--- config.mk ---
export PLATFORM = sky130hd
export DESIGN_NAME = leds_pwm_multi_flat
export DESIGN_NICKNAME = d
export VERILOG_FILES = /design/src/rtl/leds_pwm_multi_if.sv /design/src/rtl/leds_pwm_multi.sv /design/src/flat_wrapper.sv
export SDC_FILE = /design/constraint.sdc
export NUM_CORES = 1
export LEC_CHECK = 0
export CORE_UTILIZATION = 52
export DETAILED_ROUTE_END_ITERATION = 10
export PLACE_DENSITY = 0.88
export SETUP_SLACK_MARGIN = 0.15
export SYNTH_ARGS = -nofsm -noshare
export SYNTH_HDL_FRONTEND = slang
export SYNTH_SLANG_ARGS = --single-unit
--- constraint.sdc ---
create_clock -name CLK -period 2.1 [get_ports CLK]
set_input_delay 0.42 -clock CLK [delete_from_list [all_inputs] [get_ports CLK]]
set_output_delay 0.42 -clock CLK [all_outputs]
set_load 0.005 [all_outputs]
--- src/rtl/leds_pwm_multi_if.sv ---
// leds_pwm_multi_if: duty/select/window controls and LED/status returns of the LED PWM driver
interface leds_pwm_multi_if #(
    parameter int NCH = 3,
    parameter int DW = 5,
    parameter int CW = 16
);
    logic [NCH*DW-1:0] DUTY;
    logic [NCH-1:0] SEL;
    logic START;
    logic END;
    logic [NCH-1:0] LED;
    logic BUSY;
    logic [CW-1:0] PCNT;
    modport master (output DUTY, SEL, START, END, input LED, BUSY, PCNT);
    modport slave (input DUTY, SEL, START, END, output LED, BUSY, PCNT);
endinterface

--- src/rtl/leds_pwm_multi.sv ---
// leds_pwm_multi: multi-channel LED PWM lit inside a START/END window, duty applied at period boundaries; define LED_PWM_STAGGER_EN to phase-shift channels across the period
module leds_pwm_multi #(
    parameter int NCH = 3,
    parameter int DW = 5,
    parameter int PERIOD = 16,
    parameter int CW = 16,
    parameter int ACTIVE_LOW = 1
) (
    input logic CLK,
    input logic RST,
    leds_pwm_multi_if.slave bus
);
    localparam int CNTW = $clog2(PERIOD + 1);
    localparam int PW = CNTW + 1;
    localparam int CMPW = DW > PW ? DW : PW;

    logic [CNTW-1:0] cnt;
    logic start_d;
    logic en_r;
    logic rise;
    logic wrap;
    logic [NCH-1:0] sel_r;
    logic [NCH-1:0] on;
    logic [NCH-1:0] lit;
    logic [DW-1:0] duty_act [NCH];
    logic [CW-1:0] pcnt;

    assign rise = bus.START & ~start_d;
    assign wrap = cnt == CNTW'(PERIOD);
    assign bus.BUSY = en_r;
    assign bus.PCNT = pcnt;
    assign bus.LED = ACTIVE_LOW != 0 ? ~on : on;

    for (genvar i = 0; i < NCH; i++) begin : g_ch
        logic [PW-1:0] pc;
`ifdef LED_PWM_STAGGER_EN
        // shift the count by i*(PERIOD/NCH) and fold back into 1..PERIOD
        logic [PW-1:0] sum;
        assign sum = PW'(cnt) + PW'(i * (PERIOD / NCH));
        assign pc = sum > PW'(PERIOD) ? sum - PW'(PERIOD) : sum;
`else
        assign pc = PW'(cnt);
`endif
        assign lit[i] = CMPW'(duty_act[i]) >= CMPW'(pc);
    end

    // window control, free-running period counter, shadowed duties, period count and registered LED drive
    always_ff @(posedge CLK) begin
        if (RST) begin
            start_d <= 1'b0;
            en_r <= 1'b0;
            cnt <= CNTW'(1);
            sel_r <= '0;
            pcnt <= '0;
            on <= '0;
            for (int k = 0; k < NCH; k++) duty_act[k] <= '0;
        end else begin
            start_d <= bus.START;
            en_r <= bus.END ? 1'b0 : (rise ? 1'b1 : en_r);
            cnt <= (rise | wrap) ? CNTW'(1) : cnt + CNTW'(1);
            on <= {NCH{en_r & ~bus.END}} & sel_r & lit;
            if (rise | wrap)
                for (int k = 0; k < NCH; k++) duty_act[k] <= bus.DUTY[k*DW +: DW];
            if (rise) begin
                sel_r <= bus.SEL;
                pcnt <= '0;
            end else if (en_r & wrap & ~bus.END & ~&pcnt) begin
                pcnt <= pcnt + CW'(1);
            end
        end
    end
endmodule
--- src/flat_wrapper.sv ---
// flat-port wrapper written by rule: the top's interface ports become plain ports
module leds_pwm_multi_flat 
#(
    parameter int NCH = 3,
    parameter int DW = 5,
    parameter int PERIOD = 16,
    parameter int CW = 16,
    parameter int ACTIVE_LOW = 1
)
  (CLK, RST, bus_DUTY, bus_SEL, bus_START, bus_END, bus_LED, bus_BUSY, bus_PCNT);
  leds_pwm_multi_if #(.NCH(NCH), .DW(DW), .CW(CW)) bus_i ();
  input logic CLK;
  input logic RST;
  input wire logic [$bits(bus_i.DUTY)-1:0] bus_DUTY;
  input wire logic [$bits(bus_i.SEL)-1:0] bus_SEL;
  input wire logic [$bits(bus_i.START)-1:0] bus_START;
  input wire logic [$bits(bus_i.END)-1:0] bus_END;
  output wire logic [$bits(bus_i.LED)-1:0] bus_LED;
  output wire logic [$bits(bus_i.BUSY)-1:0] bus_BUSY;
  output wire logic [$bits(bus_i.PCNT)-1:0] bus_PCNT;
  assign bus_i.DUTY = bus_DUTY;
  assign bus_i.SEL = bus_SEL;
  assign bus_i.START = bus_START;
  assign bus_i.END = bus_END;
  assign bus_LED = bus_i.LED;
  assign bus_BUSY = bus_i.BUSY;
  assign bus_PCNT = bus_i.PCNT;
  leds_pwm_multi #(.NCH(NCH), .DW(DW), .PERIOD(PERIOD), .CW(CW), .ACTIVE_LOW(ACTIVE_LOW)) u_core (.CLK(CLK), .RST(RST), .bus(bus_i));
endmodule
## Word level (Yosys, flattened, before mapping)

Memory sizes are Yosys's and may differ from the RTL's.
Cells that the tools add are included.

| storage, ports and cells | value |
|---|---|
| register bits | 29 |
| word-level logic and storage cells | 40 |
| input port bits | 22 |
| memories kept | 1 |
| bits in writable memories | 15 |

Memories:

| memory | depth | width | rd ports | clocked after Yosys merged registers in | wr ports | line | RTL |
|---|---|---|---|---|---|---|---|
| u_core.duty_act | 3 | 5 | 3 | 0 | 3 | leds_pwm_multi.sv:25 | `logic [DW-1:0] duty_act [NCH];` |

| cells by class | value |
|---|---|
| equal/unequal tests | 1 |
| multiplexer cells | 8 |
| bitwise gates (word level) | 14 |
| reduce and logical (&&, ||, !) cells | 5 |
| magnitude comparators | 3 |
| add/subtract/negate cells | 2 |

Operators by type and width:

| operator | count |
|---|---|
| 16-bit by 1-bit adder with 16-bit output (second input constant) | 1 |
| 16-bit AND reduction | 1 |
| 5-bit greater-or-equal comparator | 3 |
| 5-bit two-way mux | 3 |
| 3-bit bitwise AND | 2 |
| 2-bit OR reduction | 3 |
| 5-bit by 1-bit adder with 5-bit output (second input constant) | 1 |
| 1-bit bitwise AND | 5 |
| 5-bit equality test (second input constant) | 1 |
| 1-bit two-way mux | 5 |
| 1-bit bitwise OR | 4 |
| 3-bit NOT | 1 |
| 1-bit NOT | 2 |
| 1-bit logical NOT | 1 |

## Longest topological paths before layout

Gate-level depths: netlist of run 1.

| depth | value |
|---|---|
| word-level depth | 7 |
| depth in mapped cells | 7 |

## Worst setup path before layout of run 1

No wires, ideal clock.

| path | value |
|---|---|
| kind | reg2reg |
| from | register u_core.cnt[1] |
| to | register u_core.pcnt[13], in the netlist u_core.bus.PCNT[13] |
| period minus slack after synthesis | 1.749 ns |
| setup time | 0.118 ns |
| cell stages (with the launch flop) | 7 |
| arrival | 1.631 ns |
| path slack | 0.351 ns |
| buffers on the path | 0 |
| path through | dfxtp_1 > inv_1 > ha_1 > and4bb_2 > nand4_1 > or4_1 > mux2i_1 |

| between the ends | value |
|---|---|
| cells in the longest elaborated chain, start to end | 4 |

RTL lines:

| item | line | RTL |
|---|---|---|
| from (decl) | leds_pwm_multi.sv:17 | `logic [CNTW-1:0] cnt;` |
| from (signal assigned) | leds_pwm_multi.sv:60 | `cnt <= (rise \| wrap) ? CNTW'(1) : cnt + CNTW'(1);` |
| 5-bit equality test | leds_pwm_multi.sv:29 | `assign wrap = cnt == CNTW'(PERIOD);` |
| 1-bit bitwise AND (3 in a row) | leds_pwm_multi.sv:67 | `end else if (en_r & wrap & ~bus.END & ~&pcnt) begin` |
| to (signal assigned) | leds_pwm_multi.sv:68 | `pcnt <= pcnt + CW'(1);` |
| to (decl) | leds_pwm_multi.sv:26 | `logic [CW-1:0] pcnt;` |

Every way passes these cells.
A chain may end at the register's enable or synchronous reset.

## Final worst setup path of run 1

| path | value |
|---|---|
| from | register u_core.cnt[0] |
| to | register u_core.pcnt[13], in the netlist u_core.bus.PCNT[13] |

The elaborated chain is that of the path after synthesis.

==> results of run 1 <==
## how the worst max path moves through the flow
stage,to,start
CTS,u_core.bus.PCNT[7]$_SDFFE_PP0P_,u_core.cnt[0]$_SDFF_PP1_
floorplan,u_core.bus.PCNT[13]$_SDFFE_PP0P_,u_core.cnt[1]$_SDFF_PP0_
global placement,u_core.bus.PCNT[3]$_SDFFE_PP0P_,bus_END
detailed placement,u_core.bus.PCNT[7]$_SDFFE_PP0P_,bus_END
global route,u_core.bus.PCNT[14]$_SDFFE_PP0P_,u_core.cnt[0]$_SDFF_PP1_
finish,u_core.bus.PCNT[13]$_SDFFE_PP0P_,u_core.cnt[0]$_SDFF_PP1_
## stage by stage
step	hold slack [ns]	instance area (µm²)
finish	0.516	3000
global route	0.526	3000
CTS	0.469	2930
detailed placement	0.478	2800
global placement	0.474	2800
floorplan	0.445	2260
## synthesized netlist by cell type
cell type   n  area share (%)
and3_1      5             1.4
o21ai_0     8             1.8
or4_1       4             1.3
nand4_2     1            0.55
a21o_1      3             1.0
o21a_1      2            0.66
nor2b_1     3            0.83
or2_1       1            0.28
a311oi_1    1            0.39
ha_1       18              10
buf_6       1            0.50
nor4_1      4             1.1
nand2b_1    3            0.83
edfxtp_1   15              20
o41ai_1     1            0.39
nand3_2     1            0.44
nand4_1     2            0.55
or3_1       6             1.7
nand4bb_1   1            0.50
a21oi_1     7             1.5
a31oi_1     2            0.55
or2_2       2            0.55
o31ai_1     1            0.33
clkbuf_1    5            0.83
and4_1      1            0.39
xnor2_1     3             1.2
dfxtp_1    29              26
nand2_1    17             2.8
inv_1      15             2.5
a41oi_1     1            0.39
nand3_1    11             2.4
a211oi_1    5             1.7
nor3_1      1            0.22
nor2_1     13             2.2
o31a_2      1            0.44
and4bb_2    1            0.55
and2_1     18             5.0
or3_2       1            0.33
nor3_2      1            0.44
mux2i_1    12             5.3
o21ai_1     1            0.22
and4b_1     1            0.44
## per-layer routing
metal / GRT usage [%] / vias up
li1: - / 942
met1: 29.4 / 879
met2: 37.5 / 63
met3: 5.50 / 8
met4: 8.07 / 0
met5: 0 / -
## cell families after synthesis
logic type / count (synthesis) / share of synthesized area, %
AO/OA/AOI/OAI: 33 / 9.35
adder cells (fa/ha/maj): 18 / 9.96
multiplexers: 12 / 5.31
AND/OR/NAND/NOR: 98 / 24.8
flip-flops: 44 / 45.6
buffers and inverters: 21 / 3.82
XOR/XNOR: 3 / 1.16
## power breakdown
part | switching [mW] | internal [mW] | total (mW)
Clock | 0.295 | 0.352 | 0.647
Combinational | 0.0912 | 0.120 | 0.211
Sequential | 0.0158 | 0.915 | 0.931
## final cells by class
cell class,count,area [µm²],share of cell area [%]
inverters,15,56.3,1.88
repair buffers,59,558,18.6
clock inverters,3,42.5,1.42
flip-flops and latches,44,1040,34.5
multi-input cells,164,1180,39.2
clock buffers,5,68.8,2.29
well taps,50,62.6,2.08
## timing repair
action                     4_1_cts  5_1_grt
gates resized for setup          3        9
cloned                           0        0
setup buffers                    2        5
pin swaps                        1        3
setup endpoints to repair        7       22
## sequential cells by signal, indices dropped and copies added (netlist names)
| name | count |
|---|---|
| u_core.bus.BUSY | 1 |
| u_core.bus.PCNT | 16 |
| u_core.cnt | 5 |
| u_core.duty_act | 15 |
| u_core.on | 3 |
| u_core.sel_r | 3 |
| u_core.start_d | 1 |
## worst register-to-register path, cell delays in order (launching register included)
cell and delay (ns):
dfxtp_4 0.35, inv_2 0.04, ha_2 0.16, and4bb_2 0.27, nand4_1 0.25, or4_1 0.56, mux2i_1 0.13
==> results.md, run 1 <==
* Overall Power at 1.79 mW
* Wire length per cell at 14.4 µm
* Syn nets at 269
* Endpoint class of the critical path: flip-flop
* Tcrit/Tclk final at 89.1%
* CTS Buf Count at 5
* Met2 wire len at 2410 µm
* Synth Cell Area at 2260 µm²
* Detailed Route WL at 4900 µm
* Delay-heaviest family, CP: simple AND/OR/NAND/NOR gates
* GRT Total Usage at 22.9%
* Final nets at 329
* # setup viols final at 0
* Layout cells sized above 1 at 15.2%
* Port bufs at 41
* Most common cell after layout, fill and taps aside: clkdlybuf4s50_1
* Syn avg cell area at 9.87 µm²
* Number of diodes at 0
* Master of the slowest instance on the critical path: or4_1
* # rows at 23
* Kind of critical path: reg2reg
* # IOs at 42
* CTS sink cnt at 44
* Worst reg2reg path depth at 6
* Antenna violations before repair at 0
* M1 WL at 2190 µm
* Yosys cell types at 42
* First-pass GRT wire length at 7800 µm
* Reg-to-reg startpoint: u_core.cnt[0]$_SDFF_PP1_
* CP Buf/Inv Count at 1
* R2R Setup Slk at 0.23 ns
* Final Max Slew Viols at 0
* Chip Height at 67.9 µm
* CP Cell Sequence: inv_2 -> ha_2 -> and4bb_2 -> nand4_1 -> or4_1 -> mux2i_1
* Routed wl met3 at 238 µm
* Area growth syn-to-layout at 32.8%
* WP data required at 2.30 ns
* Placer congestion estimate at 0.820
* Hold Vio Cnt, Final at 0
* Instance count on the critical path at 6
* Most frequent cells in the layout: clkdlybuf4s50_1 (41), dfxtp_1 (27), and2_1 (18)
* Vias in the first global route at 1,753
* CP Launch Type: flip-flop
* Final non-filler cell total at 340
* Clock Tree Buf Depth at 2
* Dpl cells at 325
* First-pass DRT Iterations at 4
* CP Data Arrival Time at 2.07 ns
* Hold EP: u_core.sel_r[2]$_SDFFE_PP0P_
* Worst Hold Depth at 2
* Clock skew at 0.00803 ns
* Antenna Violating Nets Remaining at 0
* Initial Utilization at 55.3%
* R2r endpoint: u_core.bus.PCNT[13]$_SDFFE_PP0P_
* Fillers at 282
* Seq/Total Area, Yosys at 45.6%
* Finished Core Util at 73.5%
* VDD IR max at 0.000460 V
* FMAX at 534 MHz
* Number of synthesized register bits at 44
* Vias at 1,892
* Slew HR at 60.3%
* Number of DRC markers in iteration 0 at 123
* Worst Path Max Fanout at 6
* Worst hold path type: reg2reg
* Final min period at 1.87 ns
* Post-route DRC violation count at 0
* Pleak at 1.12 nW
* Die ar. at 4620 µm²
* Max-capacitance violation count at 0
* Top sig layer: met4
* Dpl hpwl at 3580 µm
* # H-tree levels at 2
* Core Area at 4090 µm²
* Slack of the critical path at 0.228 ns
* Pre-CTS setup slack at -0.0410 ns
* PwrDens at 596 nW/µm²
* Routed vias/inst at 5.56
* Min-delay src: u_core.sel_r[2]$_SDFFE_PP0P_
* Crit-path max cell delay at 0.56 ns
* TritonCTS clock tree: done
* Synth warn at 0
* Outcome: finished clean
* Die width at 67.9 µm
* GRT overflow at 0
* Clk slew on worst S/H paths at 0.08 ns
* Clock insertion delay at the later pin of the skew report at 0.30 ns
* Worst slew pin tran at 0.594 ns
* Synth Instances at 229
* Root Buffer: clkbuf_8
* Setup_tns at 0 ns
* Maximum number of pins on one net before global-route repair at 18
* CTS Hold Bufs at 0
* Unrepaired setup endpoints after global routing: yes
No activity file was read; power rests on OpenSTA's default activity.
==> inputs of run 2 (changes only) <==
- ABC_CLOCK_PERIOD_IN_PS: unset -> 2100
- CORE_UTILIZATION: 52 -> 61
- DONT_BUFFER_PORTS: unset -> 1
- PLACE_DENSITY: 0.88 -> 0.85
==> run 2 against run 1 <==
Compared with the run above: clock-buffer cell count unchanged; setup slack improved by 0.017 ns; hold slack got worse by 0.34 ns; critical path type unchanged.
==> results.md, run 2 (synthesized netlist as in run 1, its figures left out) <==
* Outcome: finished clean
* Clk slew on worst S/H paths at 0.09 ns
* Die ar. at 3950 µm²
* # setup viols final at 0
* # H-tree levels at 2
* Number of DRC markers in iteration 0 at 139
* Combinational fraction of design power at 8.1%
* CP Cell Sequence: inv_1 -> ha_1 -> and4bb_2 -> nand4_1 -> buf_4 -> or4_1 -> mux2i_1
* Wire length per cell at 15.4 µm
* Kind of critical path: reg2reg
* Core Area at 3440 µm²
* TritonCTS clock tree: done
* Clock skew at 0.00880 ns
* Antenna violations before repair at 0
* CTS Buf Count at 5
* GRT Total Usage at 24.1%
* Vias at 1,711
* Vias in the first global route at 1,621
* Post-route DRC violation count at 0
* Fin area at 2450 µm²
* Sequential share of power at 53.6%
* # rows at 21
* Die width at 62.9 µm
* FMAX at 539 MHz
* Net Sw Frac at 22.9%
* Root Buffer: clkbuf_8
* Tcrit/Tclk final at 88.3%
* Slew HR at 61.1%
* CTS Hold Bufs at 0
* CTS sink cnt at 44
* Final Max Slew Viols at 0
* Area growth syn-to-layout at 8.58%
* CP Launch Type: flip-flop
* Antenna Violating Nets Remaining at 0
* Placer congestion estimate at 0.796
* Net Switching at 398 µW
* Max reg flops at 16
* Worst hold path type: in2reg
* Final min period at 1.85 ns
* Max-capacitance violation count at 0
* CP Data Arrival Time at 2.05 ns
* Delay-heaviest family, CP: simple AND/OR/NAND/NOR gates
* # IOs at 42
* CP Buf/Inv Count at 2
* PwrDens at 708 nW/µm²
* VDD IR max at 0.000546 V
* Dpl hpwl at 2990 µm
* Endpoint class of the critical path: flip-flop
* Hold Vio Cnt, Final at 0
* Placed instance area at 2320 µm²
* First-pass DRT Iterations at 4
* Detailed Route WL at 4330 µm
* Clock Tree Buf Depth at 2
* First-pass GRT wire length at 7360 µm
* GRT overflow at 0
* Clock insertion delay at the later pin of the skew report at 0.30 ns
* Internal at 1.34 mW
* Unrepaired setup endpoints after global routing: no
* WP data required at 2.30 ns
* Initial Utilization at 65.7%
* Crit-path max cell delay at 0.42 ns
* Worst Path Max Fanout at 9
* Number of diodes at 0
* Master of the slowest instance on the critical path: or4_1
* Maximum number of pins on one net before global-route repair at 18
* Final nets at 275
* Pleak at 0.905 nW
* Layout cells sized above 1 at 10.6%
* Worst slew pin tran at 0.581 ns
* Port bufs at 0
* Most frequent cells in the layout: dfxtp_1 (29), and2_1 (18), ha_1 (18)
* Routed vias/inst at 6.07
* Most common cell after layout, fill and taps aside: dfxtp_1
* Setup_tns at 0 ns
* Chip Height at 62.9 µm
* Clk network pwr share at 38.3%
## run 2: path summary, 6_finish.rpt
kind,slack (ns),start,depth (start not counted),end
worst max register to register,0.25,u_core.cnt[0]$_SDFF_PP1_,7,u_core.bus.PCNT[13]$_SDFFE_PP0P_
worst min-delay path,0.18,RST,1,u_core.sel_r[2]$_SDFFE_PP0P_
worst min register to register,0.49,u_core.cnt[0]$_SDFF_PP1_,1,u_core.cnt[0]$_SDFF_PP1_
worst max-delay path,0.25,u_core.cnt[0]$_SDFF_PP1_,7,u_core.bus.PCNT[13]$_SDFFE_PP0P_
## run 2: power groups by stage
stage | logic (mW) | clock network, mW | registers (mW)
floorplan | 0.106 | 0 | 0.947
global placement | 0.128 | 0 | 0.951
detailed placement | 0.136 | 0 | 0.952
CTS | 0.142 | 0.664 | 0.932
global route | 0.164 | 0.699 | 0.936
finish | 0.141 | 0.665 | 0.932
## run 2: what timing repair did
action                                  CTS  global route
gates resized for setup                   0             4
hold endpoints to repair                  0             0
endpoints found under the setup margin    0            23
buffers inserted                          0             1
## run 2: final cells by class
| class | count | area, µm² |
|---|---|---|
| clock buffers | 5 | 68.8 |
| clock inverters | 3 | 47.5 |
| fillers | 250 | 987 |
| inverters | 15 | 56.3 |
| multi-input cells | 164 | 1160 |
| flip-flops and latches | 44 | 1030 |
| well taps | 46 | 57.6 |
| repair buffers | 5 | 37.5 |
## run 2: per-stage QoR
stage	hold WS (ns)	total power, mW	setup slack [ns]	std cells	util [%]
6_report	0.178	1.74	0.245	282	71.3
5_1_grt	0.171	1.80	0.147	282	71.3
4_1_cts	0.178	1.74	0.155	281	70.7
3_5_place_dp	0.476	1.09	0.172	273	67.4
3_3_place_gp	0.468	1.08	0.229	273	67.4
2_1_floorplan	0.445	1.05	0.351	229	-
## run 2: per-layer routing
metal	vias to the layer above	track usage, %	share of wire [%]
li1	835	-	-
met1	818	31.9	47
met2	50	37.1	46
met3	8	6.93	5.3
met4	0	9.01	1.5
met5	-	0	0
==> inputs of run 3 (changes only) <==
- CAP_MARGIN: unset -> 10
- CORE_MARGIN: unset -> 4
- SKIP_LAST_GASP: unset -> 1
==> run 3 against run 2 <==
Compared with the run above: first-iteration DRC count decreased by 36%; clock skew decreased by 0.0030 ns; hold slack improved by 0.0072 ns.
==> results.md, run 3 (synthesized netlist as in run 1, its figures left out) <==
* CTS Hold Bufs at 0
* Root Buffer: clkbuf_8
* CP Data Arrival Time at 2.05 ns
* Hold_ws at 0.185 ns
* Final non-filler cell total at 283
* Worst hold path type: in2reg
* Dpl cells at 274
* Tcrit/Tclk final at 88.3%
* Maximum number of pins on one net before global-route repair at 18
* Max-capacitance violation count at 0
* Post-route DRC violation count at 0
* Clock Tree Buf Depth at 2
* CP Launch Type: flip-flop
* Max reg flops at 16
* Layout cells sized above 1 at 10.5%
* Clk slew on worst S/H paths at 0.08 ns
* Vias at 1,650
* Number of diodes at 0
* # setup viols final at 0
* Core Area at 3470 µm²
* Final Max Slew Viols at 0
* Vias in the first global route at 1,537
* Antenna Violating Nets Remaining at 0
* Initial Utilization at 65.2%
* FMAX at 540 MHz
* Slew HR at 60.4%
* Worst Path Max Fanout at 8
* Wire length per cell at 15.3 µm
* Most common cell after layout, fill and taps aside: dfxtp_1
* Hold Vio Cnt, Final at 0
* TritonCTS clock tree: done
* Antenna violations before repair at 0
* Most frequent cells in the layout: dfxtp_1 (28), and2_1 (18), ha_1 (18)
* Pleak at 0.907 nW
* Detailed Route WL at 4340 µm
* PwrDens at 695 nW/µm²
* Endpoint class of the critical path: flip-flop
* Port bufs at 0
* # IOs at 42
* Finished Core Util at 70.7%
* WP data required at 2.29 ns
* CTS Buf Count at 5
* Outcome: finished clean
* Kind of critical path: reg2reg
* Placer congestion estimate at 0.851
* Clock skew at 0.00578 ns
* Clock insertion delay at the later pin of the skew report at 0.29 ns
* Number of DRC markers in iteration 0 at 89
* Dpl hpwl at 3160 µm
* First-pass DRT Iterations at 4
* Unrepaired setup endpoints after global routing: no
* VDD IR max at 0.000561 V
* # rows at 21
* Die ar. at 4740 µm²
* Area growth syn-to-layout at 8.52%
* Final min period at 1.85 ns
* Chip Height at 68.9 µm
* Setup_tns at 0 ns
* Routed vias/inst at 5.83
* # H-tree levels at 2
* Final nets at 276
* Worst slew pin tran at 0.592 ns
* CTS sink cnt at 44
* GRT Total Usage at 20.4%
* Die width at 68.9 µm
* First-pass GRT wire length at 7080 µm
* GRT overflow at 0
==> run 3: changes by cell type in the layout (fill, tap and decap cells not counted) <==
cell | before | now
buf_4 | 5 | 6
clkinv_1 | 0 | 1
clkinv_4 | 2 | 1
dfxtp_1 | 29 | 28
dfxtp_2 | 0 | 1
nand3_1 | 10 | 11
nand3_2 | 2 | 1
==> run 3: where the power goes <==
part	internal, mW	total [mW]	leakage [nW]	switching (mW)
Clock	0.352	0.635	0.0558	0.283
Combinational	0.0656	0.137	0.457	0.0713
Sequential	0.916	0.934	0.394	0.0179
==> run 3: metal layers <==
| layer | track usage (%) | vias to the layer above | share of wire, % |
|---|---|---|---|
| li1 | - | 836 | - |
| met1 | 27.3 | 767 | 47 |
| met2 | 32.0 | 42 | 47 |
| met3 | 7.13 | 5 | 5.3 |
| met4 | 4.38 | 0 | 0.83 |
| met5 | 0 | - | 0 |
==> run 3: worst paths after layout <==
| kind | startpoint | end | slack [ns] | depth (start not counted) |
|---|---|---|---|---|
| setup / recovery | u_core.cnt[1]$_SDFF_PP0_ | u_core.bus.PCNT[13]$_SDFFE_PP0P_ | 0.25 | 7 |
| hold / removal | RST | u_core.start_d$_SDFF_PP0_ | 0.18 | 1 |
| setup reg to reg | u_core.cnt[1]$_SDFF_PP0_ | u_core.bus.PCNT[13]$_SDFFE_PP0P_ | 0.25 | 7 |
| hold reg to reg | u_core.cnt[0]$_SDFF_PP1_ | u_core.cnt[0]$_SDFF_PP1_ | 0.46 | 1 |
==> run 3: metrics by stage <==
stage          power, mW  area, µm²  setup slack, ns
4_1_cts             1.72       2440            0.162
3_5_place_dp        1.09       2330            0.176
5_1_grt             1.79       2450            0.158
2_1_floorplan       1.05       2260            0.351
3_3_place_gp        1.08       2330            0.225
6_report            1.71       2450            0.246
==> run 3: area by class of cell <==
| type | instances | area, µm² |
|---|---|---|
| fillers | 267 | 1010 |
| repair buffers | 6 | 45.0 |
| flip-flops and latches | 44 | 1030 |
| well taps | 46 | 57.6 |
| clock inverters | 3 | 42.5 |
| inverters | 15 | 56.3 |
| multi-input cells | 164 | 1150 |
| clock buffers | 5 | 68.8 |
==> run 3: what timing repair did <==
| item | 4_1_cts | 5_1_grt |
|---|---|---|
| endpoints found under the setup margin | 0 | 22 |
| resized for setup | 0 | 4 |
| setup buffers | 0 | 1 |
| hold endpoints to repair | 0 | 0 |
==> run 3: worst max-delay path, stage by stage (launching register included) <==
cell	delay (ns)
dfxtp_1	0.34
inv_2	0.09
ha_1	0.16
and4bb_2	0.27
nand4_1	0.13
buf_4	0.19
or4_1	0.43
mux2i_1	0.14
